### src/rtl/dft_sample_loader.sv
// dft_sample_loader: input stage of the 8-point DFT datapath.
// Collects a serial stream of DATA_W-bit samples over valid/ready and
// presents an 8-sample frame on x0..x7 until the butterfly network takes it.
// Optional feature macro: DFT_LOADER_FLUSH_EN adds a 'flush' input that
// closes a partial frame early, zero-padding the remaining slots.
module dft_sample_loader #(
  parameter int DATA_W = 8
) (
  input  logic              clk,
  input  logic              rst,
  input  logic              s_valid,
  output logic              s_ready,
  input  logic [DATA_W-1:0] s_data,
`ifdef DFT_LOADER_FLUSH_EN
  input  logic              flush,
`endif
  output logic              frm_valid,
  input  logic              frm_ready,
  output logic [DATA_W-1:0] x0,
  output logic [DATA_W-1:0] x1,
  output logic [DATA_W-1:0] x2,
  output logic [DATA_W-1:0] x3,
  output logic [DATA_W-1:0] x4,
  output logic [DATA_W-1:0] x5,
  output logic [DATA_W-1:0] x6,
  output logic [DATA_W-1:0] x7,
  output logic [2:0]        fill_cnt
);

  localparam logic [0:0] FILL = 1'b0;
  localparam logic [0:0] FULL = 1'b1;

  logic [0:0]        state_r;
  logic [0:0]        state_nxt_s;
  logic [2:0]        cnt_r;
  logic [2:0]        cnt_nxt_s;
  logic              frm_valid_r;
  logic [DATA_W-1:0] slot_r     [8];
  logic [DATA_W-1:0] slot_nxt_s [8];
  logic              accept_s;
  logic              flush_go_s;

  // A held frame frees the loader in the same cycle it is consumed, so the
  // next frame's first sample can enter without a bubble.
  assign s_ready  = (state_r == FILL) | ((state_r == FULL) & frm_ready);
  assign accept_s = s_valid & s_ready;

`ifdef DFT_LOADER_FLUSH_EN
  // Flush only acts on a frame that has (or is just getting) some data.
  assign flush_go_s = (state_r == FILL) & flush & ((cnt_r != 3'd0) | accept_s);
`else
  assign flush_go_s = 1'b0;
`endif

  // Next-state, fill counter and slot contents.
  always_comb begin
    state_nxt_s = state_r;
    cnt_nxt_s   = cnt_r;
    slot_nxt_s  = slot_r;

    case (state_r)
      FILL: begin
        if (flush_go_s) begin
          state_nxt_s = FULL;
          cnt_nxt_s   = 3'd0;
        end else if (accept_s) begin
          cnt_nxt_s = cnt_r + 3'd1;
          if (cnt_r == 3'd7) begin
            state_nxt_s = FULL;
          end else begin
            state_nxt_s = FILL;
          end
        end else begin
          state_nxt_s = FILL;
        end
      end
      FULL: begin
        if (frm_ready) begin
          state_nxt_s = FILL;
          if (accept_s) begin
            cnt_nxt_s = 3'd1;
          end else begin
            cnt_nxt_s = 3'd0;
          end
        end else begin
          state_nxt_s = FULL;
        end
      end
      default: begin
        state_nxt_s = FILL;
        cnt_nxt_s   = 3'd0;
      end
    endcase

    // cnt_r is 0 in FULL, so an accept there naturally targets x0. A flush
    // zeroes every slot from the fill point upward, except a slot that the
    // same-cycle sample is writing.
    for (int i = 0; i < 8; i++) begin
      if (accept_s && (cnt_r == 3'(i))) begin
        slot_nxt_s[i] = s_data;
      end else if (flush_go_s && (3'(i) >= cnt_r)) begin
        slot_nxt_s[i] = '0;
      end else begin
        slot_nxt_s[i] = slot_r[i];
      end
    end
  end

  // State, counter, frame-valid flag and sample slots.
  always_ff @(posedge clk or posedge rst) begin
    if (rst) begin
      state_r     <= FILL;
      cnt_r       <= 3'd0;
      frm_valid_r <= 1'b0;
      for (int i = 0; i < 8; i++) begin
        slot_r[i] <= '0;
      end
    end else begin
      state_r     <= state_nxt_s;
      cnt_r       <= cnt_nxt_s;
      frm_valid_r <= (state_nxt_s == FULL);
      for (int i = 0; i < 8; i++) begin
        slot_r[i] <= slot_nxt_s[i];
      end
    end
  end

  assign frm_valid = frm_valid_r;
  assign fill_cnt  = cnt_r;
  assign x0 = slot_r[0];
  assign x1 = slot_r[1];
  assign x2 = slot_r[2];
  assign x3 = slot_r[3];
  assign x4 = slot_r[4];
  assign x5 = slot_r[5];
  assign x6 = slot_r[6];
  assign x7 = slot_r[7];

endmodule

### config.mk
export PLATFORM = sky130hd
export DESIGN_NAME = dft_sample_loader
export DESIGN_NICKNAME = d
export VERILOG_FILES = /design/src/rtl/dft_sample_loader.sv
export SDC_FILE = /design/constraint.sdc
export NUM_CORES = 1
export LEC_CHECK = 0
export CORE_ASPECT_RATIO = 1.25
export CORE_MARGIN = 2
export CORE_UTILIZATION = 30
export CTS_BUF_LIST = sky130_fd_sc_hd__clkbuf_8
export DETAILED_ROUTE_END_ITERATION = 16
export SLEW_MARGIN = 20
export SYNTH_ARGS = -nofsm -noshare
export SYNTH_HDL_FRONTEND = slang
export SYNTH_SLANG_ARGS = --single-unit
export TNS_END_PERCENT = 30
### constraint.sdc
create_clock -name clk -period 2.7 [get_ports clk]
set_input_delay 0.27 -clock clk [delete_from_list [all_inputs] [get_ports clk]]
set_output_delay 0.27 -clock clk [all_outputs]
set_load 0.005 [all_outputs]
## Yosys cells after proc, flatten, opt, wreduce, memory -nomap -nowiden

Cells that the tools add are included.

- Flip-flop bits (word level): 68
- Word-level logic and storage cells: 42
- Output and inout bits: 69

- Reductions and logical operators: 10
- Equal/unequal tests: 9
- $add $sub $neg: 1
- Bitwise logic cells: 4
- Mux-type cells: 8

Operators by type and width:

| operator | number |
|---|---|
| $eq 3x3->1 const B | 4 |
| $logic_and 1x1->1 | 8 |
| $eq 3x2->1 const B | 2 |
| $mux 3 | 2 |
| $pmux 3 s2 | 1 |
| $mux 1 | 4 |
| $ne 2x2->1 const B | 2 |
| $add 3x1->3 const B | 1 |
| $eq 3x1->1 const B | 1 |
| $logic_not 3->1 | 1 |
| $and 1x1->1 | 2 |
| $pmux 1 s2 | 1 |
| $reduce_and 2->1 | 1 |
| $not 1->1 | 1 |
| $or 1x1->1 | 1 |

## Logic depth before layout (Yosys ltp)

- Depth in word-level cells: 6
- Depth in mapped cells: 6

## Least setup slack after synthesis

Ideal clock, no wire load.

- Path kind: flip-flop to flip-flop
- Start point: register, netlist name frm_valid
- End point: register slot_r (netlist bit x4[0])
- Library setup time: 0.125 ns
- Cell stages (with the launch flop): 6
- Data arrival time: 1.472 ns
- Period minus slack after synthesis: 1.597 ns
- Data required time: 2.575 ns
- Setup slack: 1.103 ns
- Path buffers: 2
- Cell sequence: dfrtp_1 > nor2b_1 > buf_6 > or3_1 > buf_6 > mux2_4

RTL lines:

| element | RTL line | text |
|---|---|---|
| end signal: indexed assignment | 123 | `slot_r[i] <= slot_nxt_s[i];` |
| end: declaration | 38 | `logic [DATA_W-1:0] slot_r [8];` |

==> impl_metrics.ini <==
[logic_synthesis]
netlist_instances = 171
sequential_cell_area_fraction_in_the_yosys_report_pct = 60.69
synth_enable_flop_cells = 0
mappedNetlistNets = 189
netlist-cell-type-count = 19
post_syn_area_per_cell_um2 = 16.40
most_frequently_used_flop_master_after_synthesis = sky130_fd_sc_hd__dfrtp_1
ys_ff_latch = 68
share_of_flip_flops_with_an_asynchronous_set_or_reset_pct = 100.0
syn_area_um2 = 2804
yosys_warn_count = 0

[setup_path]
worst-endpoint-arrival_ns = 1.85
critPathRequiredTime_ns = 2.43
startpoint_type_of_the_worst_setup_path = flop
end_kind = output pin
timing_worst_setup_path_type = flop to output pin
cp_max_fo = 7

[cts]
clock_latency_late_sink_ns = 0.34
htree_levels = 3
clock_path_buffers = 2
cts_tree = built
number_of_clock_sinks = 68
numCtsBuffers = 9
post_cts_buffers = 0
ctsResizeCount = 0
ctsHoldBuffers = 0
ctsRootBufferMaster = sky130_fd_sc_hd__clkbuf_8
clk_pin_slew_ns = 0.08

[timing]
final.period_utilization_pct = 78.42
finalWorstPathRequiredPeriod_ns = 2.117
skew_ns = 0.01223
timing_worst_slew_pin_value_ns = 0.5341
setup_tns_ns = 0
post-route-worst-setup-slack_ns = 0.5828
timing.final.max_slew_violations = 0
timing.final.hold_violations = 0
rsz0062_at_grt = false
setup_viol = 0
fmaxAchievable_mhz = 472.3
relSlewSlack_pct = 64.39

[global_route]
grt_remaining_overflow = 0
grt_pass1_wl_um = 10290
maximum_number_of_pins_on_one_net_before_global_route_repair = 69
first_global_vias = 1780
antenna_found_initial = 0
grtUsageTotal_pct = 13.58

[place]
port-buffer-count = 80
finalWeightedCongestion = 0.6786
dpl.hpwl_um = 4506
post-place-cells = 376
place_worst_setup_slack_ns = 0.5479

[worst_hold_path]
hold_class = input pin to async pin

[drt]
route.detailed.drc = 0
routed-via-count = 1728
post_drt_via_cell_ratio = 4.408
drtAntennaViolNets = 0
drt_iter0_drc = 42
detail_route.wirelength_um = 6426
detailed_routing_iterations_pass_1 = 2
wl_per_cell_um = 16.39

[floorplanning]
core-area_um2 = 9125
floorplan.initialDensity_pct = 30.73
num_io_pins = 81
die_height_um = 112.1
fp-row-count = 39
die_area_um2 = 10140
chipWidth_um = 90.47

[run_status]
run_status = complete, no violations

[pwr]
p_leak_nw = 1.782
power-per-cell-area_nw_per_um2 = 1214
vdd.ir_drop.worst_uv = 393.7

[job]
timing.max_cap.violations = 0

[finish]
post_route_cells_drive_above_1_share_pct = 34.57
insertedDiodeCount = 0
design.final.nets = 282
finalNonFillerCells = 392
synthToLayoutAreaGrowth_pct = 42.44
## sequential cells by signal, summed over array words and instances, names as in the netlist
| register | count |
|---|---|
| fill_cnt | 3 |
| frm_valid | 1 |
| x0 | 8 |
| x1 | 8 |
| x2 | 8 |
| x3 | 8 |
| x4 | 8 |
| x5 | 8 |
| x6 | 8 |
| x7 | 8 |
## cell usage after synthesis (2+ instances only)
master	n	area share, %
sky130_fd_sc_hd__nand2_1	5	0.67
sky130_fd_sc_hd__buf_6	4	1.6
sky130_fd_sc_hd__o21ai_0	3	0.54
sky130_fd_sc_hd__dfrtp_1	68	61
sky130_fd_sc_hd__inv_1	5	0.67
sky130_fd_sc_hd__or3_1	3	0.67
sky130_fd_sc_hd__ha_1	6	2.7
sky130_fd_sc_hd__mux2_2	40	16
sky130_fd_sc_hd__mux2_4	24	13
sky130_fd_sc_hd__nor3_2	3	1.1
sky130_fd_sc_hd__nor2b_1	2	0.45
## worst max-delay path, cell delays in order, from the launching register on
cell and delay, ns:
sky130_fd_sc_hd__dfrtp_1 0.43, sky130_fd_sc_hd__nor2b_1 0.39, sky130_fd_sc_hd__inv_1 0.20, sky130_fd_sc_hd__clkdlybuf4s50_1 0.49
## metrics by stage
| stage | utilization (%) | hold slack [ns] | cell area (um2) | total power [mW] |
|---|---|---|---|---|
| after floorplan | - | 0.4185 | 2804 | 2.722 |
| after global placement | 41.35 | 0.4878 | 3774 | 3.966 |
| after detailed placement | 41.35 | 0.4934 | 3774 | 4.017 |
| after CTS | 43.77 | 0.3253 | 3994 | 4.936 |
| after global routing | 43.77 | 0.3432 | 3994 | 5.141 |
| final | 43.77 | 0.3119 | 3994 | 4.848 |
## worst paths after layout
| check | start | end | slack, ns | depth (start not counted) |
|---|---|---|---|---|
| max reg2reg | fill_cnt[0]$_DFFE_PP0P_ | x6[6]$_DFFE_PP0P_ | 0.86 | 5 |
| max | frm_valid$_DFF_PP0_ | s_ready | 0.58 | 3 |
| min reg2reg | x3[2]$_DFFE_PP0P_ | x3[2]$_DFFE_PP0P_ | 0.51 | 1 |
| min in group clk | x3[2]$_DFFE_PP0P_ | x3[2]$_DFFE_PP0P_ | 0.51 | 1 |
| max in group asynchronous | rst | x0[5]$_DFFE_PP0P_ | 2.09 | 3 |
| min | rst | x4[7]$_DFFE_PP0P_ | 0.31 | 3 |
## cells by family after synthesis
group / count (synthesis) / synth area share, %
AOI/OAI and AO/OA: 7 / 1.517
muxes: 64 / 28.92
and+or+nand+nor: 16 / 3.749
buffers and inverters: 10 / 2.454
DFF: 68 / 60.69
adders and majority gates: 6 / 2.677
## power breakdown
part           internal [mW]  switching, mW  leakage, nW
registers               1.53          0.324        0.819
logic                   1.48          0.608        0.854
clock network          0.507          0.393        0.109
total                   3.52           1.33         1.78
## cell usage in the layout (no fill, tap or decap)
cell / instances
sky130_fd_sc_hd__o22ai_1: 1
sky130_fd_sc_hd__dfrtp_1: 68
sky130_fd_sc_hd__inv_1: 4
sky130_fd_sc_hd__buf_12: 1
sky130_fd_sc_hd__a22o_1: 1
sky130_fd_sc_hd__nand2_1: 5
sky130_fd_sc_hd__mux2_2: 40
sky130_fd_sc_hd__and3b_1: 1
sky130_fd_sc_hd__nor2b_1: 2
sky130_fd_sc_hd__inv_2: 1
sky130_fd_sc_hd__inv_6: 1
sky130_fd_sc_hd__clkinvlp_4: 1
sky130_fd_sc_hd__nor2_2: 1
sky130_fd_sc_hd__clkbuf_8: 12
sky130_fd_sc_hd__nand3_2: 1
sky130_fd_sc_hd__a211oi_1: 1
sky130_fd_sc_hd__clkdlybuf4s50_1: 80
sky130_fd_sc_hd__or3_1: 3
sky130_fd_sc_hd__ha_1: 6
sky130_fd_sc_hd__nor3_2: 3
sky130_fd_sc_hd__mux2_4: 24
sky130_fd_sc_hd__o21ai_0: 3
sky130_fd_sc_hd__bufinv_16: 1
sky130_fd_sc_hd__buf_4: 6
sky130_fd_sc_hd__a21oi_1: 1
sky130_fd_sc_hd__clkinv_4: 1
## routing by layer
layer	vias up	wire (um)	global-route usage, %
met3	7	285	3.826
met4	0	109	6.154
li1	792	-	-
met5	-	0	0
met2	45	3283	22.19
met1	884	2747	16.75
## area by class of cell
type | instances | area (um2)
Tap cell | 123 | 153.9
Inverter | 5 | 18.77
Multi-Input combinational cell | 93 | 1033
Clock inverter | 4 | 55.05
Timing Repair Buffer | 87 | 865.8
Sequential cell | 68 | 1702
Fill cell | 861 | 5131
Clock buffer | 12 | 165.2
Note: power is estimated with default switching activity, not from simulation.
